[src/rtl/ines_loader.sv]
// rtl/ines_loader.sv - iNES ROM image loader streaming PRG/CHR payload into SDRAM
// Purpose: parses the 16-byte iNES header from a byte stream, skips an
//   optional 512-byte trainer, then writes PRG followed by CHR bytes to SDRAM
//   through a small FIFO using a level req / pulse ack write handshake.
// Ports:
//   clk, resetn           clock, synchronous active-low reset
//   i_rom_loading         load window: rise restarts the load, fall ends it
//   i_rom_do              ROM byte stream
//   i_rom_do_valid        byte strobe, one byte per 0->1 edge
//   o_mem_req             SDRAM write request, held until i_mem_ack
//   o_mem_addr/o_mem_data write address/data, stable while o_mem_req=1
//   i_mem_ack             one-cycle write-complete pulse
//   o_prg_units           header byte 4 (16 KB units)
//   o_chr_units           header byte 5 (8 KB units)
//   o_mapper              {byte7[7:4], byte6[7:4]}
//   o_mirroring/o_battery header byte 6 bits 0 and 1
//   o_busy/o_done/o_error status flags
//   o_err_code            1 bad magic, 2 PRG size, 3 truncated, 4 overflow
module ines_loader #(
  parameter logic [21:0] PRG_BASE   = 22'h000000,
  parameter logic [21:0] CHR_BASE   = 22'h200000,
  parameter int          FIFO_DEPTH = 4
) (
  input  logic        clk,
  input  logic        resetn,
  input  logic        i_rom_loading,
  input  logic [7:0]  i_rom_do,
  input  logic        i_rom_do_valid,
  output logic        o_mem_req,
  output logic [21:0] o_mem_addr,
  output logic [7:0]  o_mem_data,
  input  logic        i_mem_ack,
  output logic [7:0]  o_prg_units,
  output logic [7:0]  o_chr_units,
  output logic [7:0]  o_mapper,
  output logic        o_mirroring,
  output logic        o_battery,
  output logic        o_busy,
  output logic        o_done,
  output logic        o_error,
  output logic [2:0]  o_err_code
);

  localparam int PW = (FIFO_DEPTH > 1) ? $clog2(FIFO_DEPTH) : 1;
  localparam int CW = $clog2(FIFO_DEPTH + 1);

  typedef enum logic [2:0] {
    S_IDLE, S_HEADER, S_TRAINER, S_PRG, S_CHR, S_DRAIN, S_DONE, S_ERROR
  } state_t;

  state_t      r_state;
  state_t      w_state_nxt;
  logic [2:0]  w_err_nxt;

  logic        r_loading_d;
  logic        r_valid_d;
  logic [3:0]  r_hdr_cnt;
  logic        r_magic_bad;
  logic        r_trainer;
  logic [21:0] r_byte_cnt;
  logic [7:0]  r_prg_units;
  logic [7:0]  r_chr_units;
  logic [7:0]  r_mapper;
  logic        r_mirroring;
  logic        r_battery;
  logic [2:0]  r_err_code;

  logic [21:0] r_fifo_addr [FIFO_DEPTH];
  logic [7:0]  r_fifo_data [FIFO_DEPTH];
  logic [PW-1:0] r_wr_ptr;
  logic [PW-1:0] r_rd_ptr;
  logic [CW-1:0] r_count;

  logic        r_mem_req;
  logic [21:0] r_mem_addr;
  logic [7:0]  r_mem_data;

  logic        w_load_rise;
  logic        w_load_fall;
  logic        w_cap;
  logic        w_fifo_full;
  logic        w_fifo_empty;
  logic [7:0]  w_magic_byte;
  logic        w_byte_bad;
  logic [21:0] w_prg_last;
  logic [21:0] w_chr_last;
  logic [21:0] w_push_addr;
  logic        w_push;
  logic        w_pop;
  logic        w_flush;

  // Edge detection; bytes outside the load window never count as captures.
  assign w_load_rise  = i_rom_loading & ~r_loading_d;
  assign w_load_fall  = ~i_rom_loading & r_loading_d;
  assign w_cap        = i_rom_do_valid & ~r_valid_d & i_rom_loading;

  assign w_fifo_full  = (r_count == CW'(FIFO_DEPTH));
  assign w_fifo_empty = (r_count == '0);

  always_comb begin
    w_magic_byte = 8'h1A;
    case (r_hdr_cnt[1:0])
      2'd0:    w_magic_byte = 8'h4E;
      2'd1:    w_magic_byte = 8'h45;
      2'd2:    w_magic_byte = 8'h53;
      default: w_magic_byte = 8'h1A;
    endcase
  end
  assign w_byte_bad = (i_rom_do != w_magic_byte);

  // Last byte offsets of each region; prg_units <= 128 keeps this in 22 bits.
  assign w_prg_last  = {r_prg_units, 14'd0} - 22'd1;
  assign w_chr_last  = {1'b0, r_chr_units, 13'd0} - 22'd1;
  assign w_push_addr = ((r_state == S_CHR) ? CHR_BASE : PRG_BASE) + r_byte_cnt;

  assign w_push  = w_cap && !w_fifo_full && ((r_state == S_PRG) || (r_state == S_CHR));
  assign w_pop   = r_mem_req && i_mem_ack;
  // Restart and every cycle spent in (or entering) ERROR discard queued writes.
  assign w_flush = w_load_rise || (w_state_nxt == S_ERROR);

  // State register
  always_ff @(posedge clk) begin
    if (!resetn) r_state <= S_IDLE;
    else         r_state <= w_state_nxt;
  end

  // Next-state logic; a load rise overrides everything, including a capture
  // in the same cycle, which then becomes header byte 0.
  always_comb begin
    w_state_nxt = r_state;
    w_err_nxt   = 3'd0;
    if (w_load_rise) begin
      w_state_nxt = S_HEADER;
    end else begin
      case (r_state)
        S_HEADER: begin
          if (w_load_fall) begin
            w_state_nxt = S_ERROR; w_err_nxt = 3'd3;
          end else if (w_cap) begin
            if (r_hdr_cnt == 4'd3 && (r_magic_bad || w_byte_bad)) begin
              w_state_nxt = S_ERROR; w_err_nxt = 3'd1;
            end else if (r_hdr_cnt == 4'd15) begin
              if (r_prg_units == 8'd0 || r_prg_units > 8'd128) begin
                w_state_nxt = S_ERROR; w_err_nxt = 3'd2;
              end else begin
                w_state_nxt = r_trainer ? S_TRAINER : S_PRG;
              end
            end
          end
        end
        S_TRAINER: begin
          if (w_load_fall) begin
            w_state_nxt = S_ERROR; w_err_nxt = 3'd3;
          end else if (w_cap && r_byte_cnt == 22'd511) begin
            w_state_nxt = S_PRG;
          end
        end
        S_PRG: begin
          if (w_load_fall) begin
            w_state_nxt = S_ERROR; w_err_nxt = 3'd3;
          end else if (w_cap) begin
            if (w_fifo_full) begin
              w_state_nxt = S_ERROR; w_err_nxt = 3'd4;
            end else if (r_byte_cnt == w_prg_last) begin
              w_state_nxt = (r_chr_units == 8'd0) ? S_DRAIN : S_CHR;
            end
          end
        end
        S_CHR: begin
          if (w_load_fall) begin
            w_state_nxt = S_ERROR; w_err_nxt = 3'd3;
          end else if (w_cap) begin
            if (w_fifo_full) begin
              w_state_nxt = S_ERROR; w_err_nxt = 3'd4;
            end else if (r_byte_cnt == w_chr_last) begin
              w_state_nxt = S_DRAIN;
            end
          end
        end
        S_DRAIN: begin
          if (w_fifo_empty && !r_mem_req) w_state_nxt = S_DONE;
        end
        default: ;
      endcase
    end
  end

  // Output logic
  always_comb begin
    o_busy  = 1'b0;
    o_done  = 1'b0;
    o_error = 1'b0;
    case (r_state)
      S_HEADER, S_TRAINER, S_PRG, S_CHR, S_DRAIN: o_busy = 1'b1;
      S_DONE:  o_done  = 1'b1;
      S_ERROR: o_error = 1'b1;
      default: ;
    endcase
  end

  always_ff @(posedge clk) begin
    if (!resetn) begin
      r_loading_d <= 1'b0;
      r_valid_d   <= 1'b0;
    end else begin
      r_loading_d <= i_rom_loading;
      r_valid_d   <= i_rom_do_valid;
    end
  end

  // Header fields, counters and error code
  always_ff @(posedge clk) begin
    if (!resetn) begin
      r_hdr_cnt   <= 4'd0;
      r_magic_bad <= 1'b0;
      r_trainer   <= 1'b0;
      r_byte_cnt  <= 22'd0;
      r_prg_units <= 8'd0;
      r_chr_units <= 8'd0;
      r_mapper    <= 8'd0;
      r_mirroring <= 1'b0;
      r_battery   <= 1'b0;
      r_err_code  <= 3'd0;
    end else if (w_load_rise) begin
      r_hdr_cnt   <= w_cap ? 4'd1 : 4'd0;
      r_magic_bad <= w_cap && (i_rom_do != 8'h4E);
      r_trainer   <= 1'b0;
      r_byte_cnt  <= 22'd0;
      r_prg_units <= 8'd0;
      r_chr_units <= 8'd0;
      r_mapper    <= 8'd0;
      r_mirroring <= 1'b0;
      r_battery   <= 1'b0;
      r_err_code  <= 3'd0;
    end else begin
      if (w_state_nxt == S_ERROR && r_state != S_ERROR) r_err_code <= w_err_nxt;
      if (w_cap) begin
        case (r_state)
          S_HEADER: begin
            r_hdr_cnt <= r_hdr_cnt + 4'd1;
            // Byte 3 is compared directly in the next-state logic.
            if (r_hdr_cnt < 4'd3) r_magic_bad <= r_magic_bad | w_byte_bad;
            case (r_hdr_cnt)
              4'd4: r_prg_units <= i_rom_do;
              4'd5: r_chr_units <= i_rom_do;
              4'd6: begin
                r_mapper[3:0] <= i_rom_do[7:4];
                r_mirroring   <= i_rom_do[0];
                r_battery     <= i_rom_do[1];
                r_trainer     <= i_rom_do[2];
              end
              4'd7: r_mapper[7:4] <= i_rom_do[7:4];
              default: ;
            endcase
          end
          S_TRAINER: r_byte_cnt <= (r_byte_cnt == 22'd511) ? 22'd0 : r_byte_cnt + 22'd1;
          S_PRG: if (w_push) r_byte_cnt <= (r_byte_cnt == w_prg_last) ? 22'd0 : r_byte_cnt + 22'd1;
          S_CHR: if (w_push) r_byte_cnt <= (r_byte_cnt == w_chr_last) ? 22'd0 : r_byte_cnt + 22'd1;
          default: ;
        endcase
      end
    end
  end

  always_ff @(posedge clk) begin
    if (w_push) begin
      r_fifo_addr[r_wr_ptr] <= w_push_addr;
      r_fifo_data[r_wr_ptr] <= i_rom_do;
    end
  end

  // FIFO pointers and write handshake: request from the FIFO head, pop on ack,
  // then a mandatory idle cycle before the next request.
  always_ff @(posedge clk) begin
    if (!resetn) begin
      r_wr_ptr   <= '0;
      r_rd_ptr   <= '0;
      r_count    <= '0;
      r_mem_req  <= 1'b0;
      r_mem_addr <= 22'd0;
      r_mem_data <= 8'd0;
    end else if (w_flush) begin
      r_wr_ptr  <= '0;
      r_rd_ptr  <= '0;
      r_count   <= '0;
      r_mem_req <= 1'b0;
    end else begin
      if (w_push) r_wr_ptr <= (r_wr_ptr == PW'(FIFO_DEPTH - 1)) ? '0 : r_wr_ptr + 1'b1;
      if (w_pop) begin
        r_rd_ptr  <= (r_rd_ptr == PW'(FIFO_DEPTH - 1)) ? '0 : r_rd_ptr + 1'b1;
        r_mem_req <= 1'b0;
      end else if (!r_mem_req && !w_fifo_empty) begin
        r_mem_req  <= 1'b1;
        r_mem_addr <= r_fifo_addr[r_rd_ptr];
        r_mem_data <= r_fifo_data[r_rd_ptr];
      end
      case ({w_push, w_pop})
        2'b10:   r_count <= r_count + 1'b1;
        2'b01:   r_count <= r_count - 1'b1;
        default: ;
      endcase
    end
  end

  assign o_mem_req   = r_mem_req;
  assign o_mem_addr  = r_mem_addr;
  assign o_mem_data  = r_mem_data;
  assign o_prg_units = r_prg_units;
  assign o_chr_units = r_chr_units;
  assign o_mapper    = r_mapper;
  assign o_mirroring = r_mirroring;
  assign o_battery   = r_battery;
  assign o_err_code  = r_err_code;

endmodule

[config.mk]
export PLATFORM = sky130hd
export DESIGN_NAME = ines_loader
export DESIGN_NICKNAME = d
export VERILOG_FILES = /design/src/rtl/ines_loader.sv
export SDC_FILE = /design/constraint.sdc
export NUM_CORES = 1
export LEC_CHECK = 0
export CORE_AREA = 2 2 150 152
export DETAILED_ROUTE_END_ITERATION = 6
export DIE_AREA = 0 0 152 154
export SETUP_SLACK_MARGIN = 0.2
export SYNTH_ARGS = -nofsm -noshare
export SYNTH_HDL_FRONTEND = slang
export SYNTH_SLANG_ARGS = --single-unit
[constraint.sdc]
create_clock -name clk -period 3.04 [get_ports clk]
set_clock_uncertainty 0.05 [all_clocks]
set_input_delay 0.608 -clock clk [delete_from_list [all_inputs] [get_ports clk]]
set_output_delay 0.608 -clock clk [all_outputs]
set_load 0.1 [all_outputs]
==> out/metrics.cfg, run 1 <==
[outcome]
outcome = complete, no violations

[final_layout]
syn2layout_area_growth_pct = 27.38
post-route-cell-area_mm2 = 0.01225
final_cells = 1252
insertedDiodeCount = 0
drive_above_1_share_pct = 29.84
final_cell_mix = buf_4 (130), edfxtp_1 (120), nand2_1 (118)
final_nets = 982
final_common_cell = buf_4

[placement]
port_buffers = 75
dp.cells = 1198
dpl_cell_area_mm2 = 0.01104
routabilityCongestion = 0.8317
hpwl_um = 16130

[die]
rows = 54
ios = 76
die_h_um = 154
core_mm2 = 0.02169
dieWidth_um = 152
dieArea_mm2 = 0.02341
initial_core_util_pct = 44.36

[worst_setup_path]
reg2regPathDepth = 12
path_max_fanout = 10
r2r_slack_ns = 0.26
endpoint = o_mem_data[1]
crit_type = reg -> reg
crit_arrival_ns = 3.13
endpoint_kind = register
rr_startpoint = r_hdr_cnt[1]
start_kind = register
r2r_end = o_mem_data[1]
worstSetupStartpoint = r_hdr_cnt[1]
required_ns = 3.39

[detailed_routing]
wire_per_inst_um = 18.62
remaining_drc_errors = 0
routed_via_density = 5.443
ant_nets = 0
firstDrtPassIters = 5
drt-total-wl_um = 23310
drt_iter0_markers = 422
vias = 6815

[synth]
yosysUniqueCellTypes = 64
synth_seq_cells = 220
synth-adder-area-share_pct = 2.029
synth_warnings = 0
yosysTopAreaCell = edfxtp_1
synthCells = 818
synth.top_cell.area_share_pct = 37.46
syn_area_mm2 = 0.009620
yosys-top-cells-area = edfxtp_1 (37%), dfxtp_1 (21%), mux4_2 (7.0%), nand2_1 (4.6%), mux2i_1 (3.3%)
async_flop_share_pct = 0
synth_xor_area_share_pct = 4.188
synth_top_family_by_area = simple AND/OR/NAND/NOR gates
yosys.area_share.simple_pct = 15.88
syn_area_per_cell_um2 = 11.76
synth_compound_area_share_pct = 6.425
syn_nets = 846
synth_edf_count = 120
synth_seq_area_share_pct = 58.27
synthFlopType = edfxtp_1
synth_mux_area_share_pct = 10.47

[clock_tree]
cts_made_buffers = 24
clk_pin_slew_ns = 0.06
clock-sinks = 220
hold_buffers = 0
cts_tree = done
cts.path.max_buffers = 3
cts_root_buf = clkbuf_16
clock_latency_ns = 0.52
htree_num_levels = 1

[sta]
hold_viol = 0
tightest_slew_ns = 0.5611
finalSetupViolCount = 0
fin_crit_sh_pct = 91.48
post-route-min-period_ns = 2.781
grt_setup_unrepaired = true
slew_violations = 0
max-slew-margin-rel_pct = 62.59
timing.fmax_ghz = 0.3596

[worst_hold_path]
hold_class = reg -> reg

[power]
power_density_mw_per_mm2 = 501.8
pwr-share-seq_pct = 50.7
p_int_uw = 4812
cellLeakagePower_uw = 0.004520
peakVddDrop_mv = 0.3787
clockPowerShare_pct = 44.9
pwr-share-comb_pct = 4.3
p_switching_uw = 1338
swShare_pct = 21.76

[job]
cap_violations = 0

[global_routing]
grt_pass1_wl_um = 36840
grt_use_total_pct = 19.53
grt_max_degree = 50
grt_overflow = 0
antenna_found_initial = 1
grt_pass1_vias = 6800

-- worst min path at each step --
stage / start / endpoint / slack, ns / cells after the start
4_1_cts: o_mirroring / o_mirroring / 0.41 / 2
3_5_place_dp: o_mirroring / o_mirroring / 0.40 / 2
3_3_place_gp: o_mapper[5] / o_mapper[5] / 0.39 / 2
2_1_floorplan: r_trainer / r_trainer / 0.39 / 2
6_report: o_mirroring / o_mirroring / 0.40 / 2
5_1_grt: i_rom_loading / r_loading_d / 0.42 / 2
-- synth_stat cells (all sizes together) (4+ instances only) --
cell type  count
mux4          30
xnor2         22
nor3b          5
nor3          30
ha            14
or3            5
nor4           5
buf           12
mux2i         32
dfxtp        100
nor2b          5
xor2          24
nand2        118
a211oi         4
and3           6
edfxtp       120
o21ai         16
nand4         13
clkbuf        35
nor2          57
nand2b        10
inv           15
nand3b         5
and2           8
nand3         37
a21oi         43
-- power groups by stage --
stage	Clock, µW	Sequential (µW)	Combinational (µW)
5_1_grt	2950	3120	286
6_report	2760	3120	267
4_1_cts	2820	3120	250
3_3_place_gp	0	3180	237
2_1_floorplan	0	3190	122
3_5_place_dp	0	3190	238
-- cell families after synthesis --
logic type,Yosys count
AO/OA/AOI/OAI,93
flip-flops,220
XOR/XNOR,46
buffers and inverters,62
adder cells (fa/ha/maj),15
multiplexers,63
AND/OR/NAND/NOR,319
-- timing repair --
action,CTS,global route
endpoints found under the setup margin,41,41
pin swaps,11,24
cloned,1,0
gates resized for setup,26,50
setup buffers,6,3
-- registers in the layout (all words and copies together) (netlist names), 2 cells and up --
signal	count
r_count	3
o_chr_units	8
r_state	3
o_mem_data	8
r_rd_ptr	2
o_mapper	8
o_err_code	3
o_prg_units	8
r_wr_ptr	2
r_byte_cnt	22
o_mem_addr	22
r_fifo_data	32
r_hdr_cnt	4
r_fifo_addr	88
-- area by class of cell --
class / count / area [µm²]
Fill cell: 1774 / 9434
Tap cell: 280 / 350.3
Sequential cell: 220 / 5652
Clock inverter: 13 / 110.1
Timing Repair Buffer: 157 / 1376
Clock buffer: 31 / 646.9
Multi-Input combinational cell: 536 / 4060
Inverter: 15 / 58.81
-- routing by layer --
| metal | global-route usage [%] | wire, µm | vias to the layer above |
|---|---|---|---|
| li1 | - | - | 3247 |
| met1 | 26.80 | 10260 | 3346 |
| met2 | 32.75 | 11370 | 193 |
| met3 | 3.410 | 1382 | 27 |
| met4 | 4.228 | 297 | 2 |
| met5 | 0 | 11 | - |
-- metrics by stage --
step	setup TNS (ns)	power, µW	worst slack [ns]	utilization, %	hold slack, ns
floorplan	0	3316	0.2156	-	0.3867
global placement	-14.94	3422	-0.3904	50.88	0.3946
detailed placement	-17.07	3424	-0.4478	50.88	0.3994
CTS	0	6194	0.1989	55.34	0.4079
global route	0	6354	0.1599	56.50	0.4243
finish	0	6150	0.2591	56.50	0.4046
-- critical path: stages (launching register included) --
cell and delay (ns):
dfxtp_4 0.38, inv_4 0.05, ha_4 0.25, nor3b_4 0.23, o22ai_4 0.12, o311ai_4 0.32
a21oi_2 0.09, or4_4 0.45, o21ai_4 0.21, a22oi_4 0.07, buf_12 0.16, buf_12 0.14
mux2i_1 0.12
Power figures use the tool's default switching activity.
==> inputs of run 2 (changes only) <==
--- a/config.mk
+++ b/config.mk
@@ -5,9 +5,9 @@
 export SDC_FILE = /design/constraint.sdc
 export NUM_CORES = 1
 export LEC_CHECK = 0
-export CORE_AREA = 2 2 150 152
+export CORE_AREA = 2 2 192 119
 export DETAILED_ROUTE_END_ITERATION = 6
-export DIE_AREA = 0 0 152 154
+export DIE_AREA = 0 0 194 121
 export SETUP_SLACK_MARGIN = 0.2
 export SYNTH_ARGS = -nofsm -noshare
 export SYNTH_HDL_FRONTEND = slang
==> out/metrics.cfg, run 2 (synthesis gave the netlist of run 1 again) <==
[die]
dieArea_mm2 = 0.02347
dieWidth_um = 194
die_h_um = 121
initial_core_util_pct = 44.43
core_mm2 = 0.02165
ios = 76
rows = 42

[final_layout]
top_regs = r_fifo_addr: 88 flops, r_fifo_data: 32 flops
largest_reg_flops = 88
syn2layout_area_growth_pct = 26.44
post-route-cell-area_mm2 = 0.01216
final_cell_mix = buf_4 (141), edfxtp_1 (120), nand2_1 (118)
top_register = r_fifo_addr
final_common_cell = buf_4
final_nets = 989
drive_above_1_share_pct = 29.17

[placement]
routabilityCongestion = 0.8968
hpwl_um = 16740
dp_slack_ns = -0.3785
port_buffers = 75
dpl_cell_area_mm2 = 0.01106

[global_routing]
grt_use_total_pct = 21.03
grt_overflow = 0
antenna_found_initial = 1
grt_pass1_vias = 6628
grt_max_degree = 45
grt_pass1_wl_um = 38140

[power]
cellLeakagePower_uw = 0.004504
peakVddDrop_mv = 0.3287
report.power.total_uw = 6014
power_density_mw_per_mm2 = 494.4

[sta]
grt_setup_unrepaired = true
fin_crit_sh_pct = 95.97
max-slew-margin-rel_pct = 66.59
worst_slack_ns = 0.1226
timing.fmax_ghz = 0.3428
post-route-min-period_ns = 2.917
finalSetupViolCount = 0
tightest_slew_ns = 0.5012
hold_viol = 0
tns_ns = 0
slew_violations = 0

[worst_setup_path]
r2r_slack_ns = 0.12
crit_arrival_ns = 3.25
crit_type = reg -> reg
start_kind = register
endpoint_kind = register
path_max_fanout = 6
required_ns = 3.38

[detailed_routing]
highest_layer = met4
ant_nets = 0
drt-met1-wl_um = 12480
wire_per_inst_um = 19.75
vias = 6900
remaining_drc_errors = 0
routed_via_density = 5.459
firstDrtPassIters = 6
drt_iter0_markers = 501
drt-total-wl_um = 24960
wl_met2_um = 10490
met3_length_um = 1564

[clock_tree]
cts.path.max_buffers = 3
htree_num_levels = 1
cts_tree = done
cts_made_buffers = 22
clock-sinks = 220
clock_latency_ns = 0.51
cts_root_buf = clkbuf_16
hold_buffers = 0
clk_pin_slew_ns = 0.06

[job]
cap_violations = 0

[outcome]
outcome = complete, no violations

[worst_hold_path]
hold_class = reg -> reg

run 2: changes by cell type in the layout (fill, tap and decap cells not counted), moves of 3 or more:
cell,change
buf_4,+11
dfxtp_1,+7
nor3_2,+5
buf_12,-3
dfxtp_2,-7
nor3_4,-6
run 2: layout make-up:
| type | count | area, µm² |
|---|---|---|
| timing repair buffer | 166 | 1439 |
| multi-input combinational | 536 | 3976 |
| clock inverter | 10 | 78.83 |
| antenna | 1 | 2.502 |
| fill | 1829 | 9487 |
| clock buffer | 30 | 605.6 |
| tap | 286 | 357.8 |
| inverter | 15 | 61.31 |
| sequential | 220 | 5643 |
run 2: worst max-delay path, stage by stage (launching register included):
cell and delay, ns:
dfxtp_4 0.37, buf_4 0.14, ha_4 0.19, o21bai_4 0.18, xnor2_2 0.10, o311ai_2 0.31, buf_4 0.19, a21oi_2 0.05
or4_4 0.45, o21ai_4 0.21, a22oi_4 0.09, buf_6 0.17, clkbuf_16 0.16, mux2i_1 0.11
run 2: stage by stage:
step / hold WS, ns / instances / util (%)
after global routing: 0.4250 / 1264 / 56.18
after CTS: 0.4124 / 1258 / 55.25
after global placement: 0.3949 / 1209 / 51.06
final: 0.4091 / 1264 / 56.18
after floorplan: 0.3867 / 818 / -
after detailed placement: 0.4011 / 1209 / 51.06
run 2: layer usage:
metal	track usage, %	vias to the layer above
met2	30.16	184
met4	4.924	0
met1	32.47	3418
met3	4.336	40
li1	-	3258
met5	0	-
run 2: final timing paths:
check | cells after the start | end | from
worst max-delay path | 13 | o_mem_addr[1] | r_hdr_cnt[0]
worst min-delay path | 2 | o_mem_addr[0] | o_mem_addr[0]
worst max register to register | 13 | o_mem_addr[1] | r_hdr_cnt[0]
worst min register to register | 2 | o_mem_addr[0] | o_mem_addr[0]
run 2: what timing repair did:
item	in CTS	in global routing
cloned	2	1
gates resized for setup	27	28
setup buffers	7	4
endpoints found under the setup margin	42	44
pin swaps	5	12
run 2: power breakdown:
group | internal, µW | switching, µW
registers | 3110 | 7.30
logic | 101 | 165
clock network | 1490 | 1140
total | 4700 | 1310
==> inputs of run 3 (changes only) <==
--- a/config.mk
+++ b/config.mk
@@ -5,9 +5,13 @@
 export SDC_FILE = /design/constraint.sdc
 export NUM_CORES = 1
 export LEC_CHECK = 0
-export CORE_AREA = 2 2 192 119
+export CELL_PAD_IN_SITES_DETAIL_PLACEMENT = 1
+export CELL_PAD_IN_SITES_GLOBAL_PLACEMENT = 2
+export CORE_AREA = 2 2 204 126
 export DETAILED_ROUTE_END_ITERATION = 6
-export DIE_AREA = 0 0 194 121
+export DIE_AREA = 0 0 206 128
+export PLACE_DENSITY_LB_ADDON = 0.1
+export REMOVE_ABC_BUFFERS = 1
 export SETUP_SLACK_MARGIN = 0.2
 export SYNTH_ARGS = -nofsm -noshare
 export SYNTH_HDL_FRONTEND = slang
==> constraint.sdc (replaced) <==
create_clock -name clk -period 3.04 [get_ports clk]
set_clock_uncertainty 0.05 [all_clocks]
set_input_delay 0.456 -clock clk [delete_from_list [all_inputs] [get_ports clk]]
set_output_delay 0.456 -clock clk [all_outputs]
set_load 0.1 [all_outputs]
==> out/metrics.cfg, run 3 (synthesis gave the netlist of run 1 again) <==
[outcome]
outcome = complete, no violations

[sta]
post-route-min-period_ns = 2.935
tns_ns = 0
timing.fmax_ghz = 0.3407
max-slew-margin-rel_pct = 50.39
hold_viol = 0
grt_setup_unrepaired = true
fin_crit_sh_pct = 96.55
finalSetupViolCount = 0
tightest_slew_ns = 0.7442
worst_slack_ns = 0.1049
slew_violations = 0

[power]
clockPowerShare_pct = 46.2
power_density_mw_per_mm2 = 510.7
peakVddDrop_mv = 0.3704
cellLeakagePower_uw = 0.004517
swShare_pct = 22.04
pwr-share-comb_pct = 4.0
p_switching_uw = 1382
pwr-share-seq_pct = 49.8
p_int_uw = 4889

[worst_setup_path]
rr_startpoint = o_prg_units[0]
r2r_end = o_mem_addr[2]
start_kind = register
cp_cell_sequence = or4_4 -> a31oi_4 -> o31ai_2 -> a2111oi_4 -> o21ai_1 -> a31o_2 -> a22oi_4 -> buf_12 -> buf_16 -> mux2i_1
path_max_fanout = 7
slowest_stage = or4_4
reg2regPathDepth = 10
crit_arrival_ns = 3.32
endpoint_kind = register
crit_type = reg -> reg
required_ns = 3.43
critPathMaxStageDelay_ns = 0.56
r2r_slack_ns = 0.10

[final_layout]
top_register = r_fifo_addr
drive_above_1_share_pct = 28.59
insertedDiodeCount = 0
largest_reg_flops = 88
syn2layout_area_growth_pct = 27.64
final_cell_mix = buf_4 (137), edfxtp_1 (120), nand2_1 (118)
final_nets = 986
final_common_cell = buf_4
top_regs = r_fifo_addr: 88 flops, r_fifo_data: 32 flops

[global_routing]
antenna_found_initial = 0
grt_overflow = 0
grt_pass1_wl_um = 42660
grt_pass1_vias = 7358
grt_use_total_pct = 21.13
grt_max_degree = 35

[worst_hold_path]
whs_path_depth = 2
hold_class = reg -> reg
hp-start = o_mapper[3]
worst_hold_path.endpoint = o_mapper[3]

[die]
dieArea_mm2 = 0.02637
core_mm2 = 0.02466
die_h_um = 128
ios = 76
rows = 45
initial_core_util_pct = 39.01
dieWidth_um = 206

[clock_tree]
clock-sinks = 220
cts.path.max_buffers = 3
clk_pin_slew_ns = 0.07
cts_root_buf = clkbuf_16
hold_buffers = 0
cts_made_buffers = 24
clock_latency_ns = 0.53
htree_num_levels = 1
cts_tree = done

[placement]
port_buffers = 75
dp_slack_ns = -0.2171
hpwl_um = 18440
routabilityCongestion = 0.8706

[detailed_routing]
firstDrtPassIters = 5
vias = 7031
drt_iter0_markers = 479
drt-total-wl_um = 27500
routed_via_density = 5.388
remaining_drc_errors = 0
ant_nets = 0
wire_per_inst_um = 21.07

[job]
cap_violations = 0

run 3: timing repair:
item	in CTS	in global routing
buffers inserted	2	3
gates resized for setup	32	33
gates cloned	1	1
pin swaps	2	19
setup endpoints to repair	41	58
run 3: how the worst max path moves through the flow:
stage	from	endpoint	slack [ns]	depth (start not counted)
global route	r_byte_cnt[15]	o_mem_addr[10]	-0.01	12
finish	o_prg_units[0]	o_mem_addr[2]	0.10	10
global placement	i_rom_loading	o_err_code[2]	-0.07	9
floorplan	o_chr_units[0]	o_mem_addr[0]	-0.77	10
detailed placement	i_rom_loading	o_err_code[1]	-0.22	9
CTS	o_prg_units[0]	o_mem_addr[5]	0.13	10
run 3: per-layer routing:
layer | track usage, % | vias to the layer above | share of wire, %
li1 | - | 3251 | -
met1 | 32.88 | 3613 | 51
met3 | 2.771 | 29 | 3.9
met2 | 31.21 | 138 | 43
met5 | 0 | - | 0
met4 | 4.748 | 0 | 1.6
run 3: cell type report:
cell class	instances	area, µm²
clock buffer	29	639.4
fill	2587	12380
multi-input combinational	536	3991
tap	329	411.6
timing repair buffer	161	1395
sequential	220	5633
inverter	15	56.30
clock inverter	15	152.6
run 3: power by group through the flow:
| stage | registers (µW) | logic [µW] | clock network [µW] |
|---|---|---|---|
| after floorplan | 3200 | 96.5 | 0 |
| after global placement | 3190 | 231 | 0 |
| after detailed placement | 3190 | 237 | 0 |
| after CTS | 3120 | 246 | 2970 |
| after global routing | 3120 | 271 | 3070 |
| final | 3120 | 251 | 2900 |
run 3: critical path: cells and delay by family (launching register included):
family	cells	cell delay [ns]
AO/OA/AOI/OAI	6	1.30
AND/OR/NAND/NOR	1	0.56
flip-flops	1	0.37
buffers and inverters	2	0.33
multiplexers	1	0.22
run 3: per-stage QoR:
stage                     cell area, µm²  total power, µW  util [%]  cells  hold WS (ns)
after floorplan                     9413             3300         -    771        0.3867
after global placement             11100             3419     45.00   1254        0.3938
after detailed placement           11100             3425     45.00   1254        0.4089
after CTS                          12090             6338     49.03   1301        0.4185
after global routing               12280             6466     49.79   1305        0.4380
final                              12280             6271     49.79   1305        0.4142
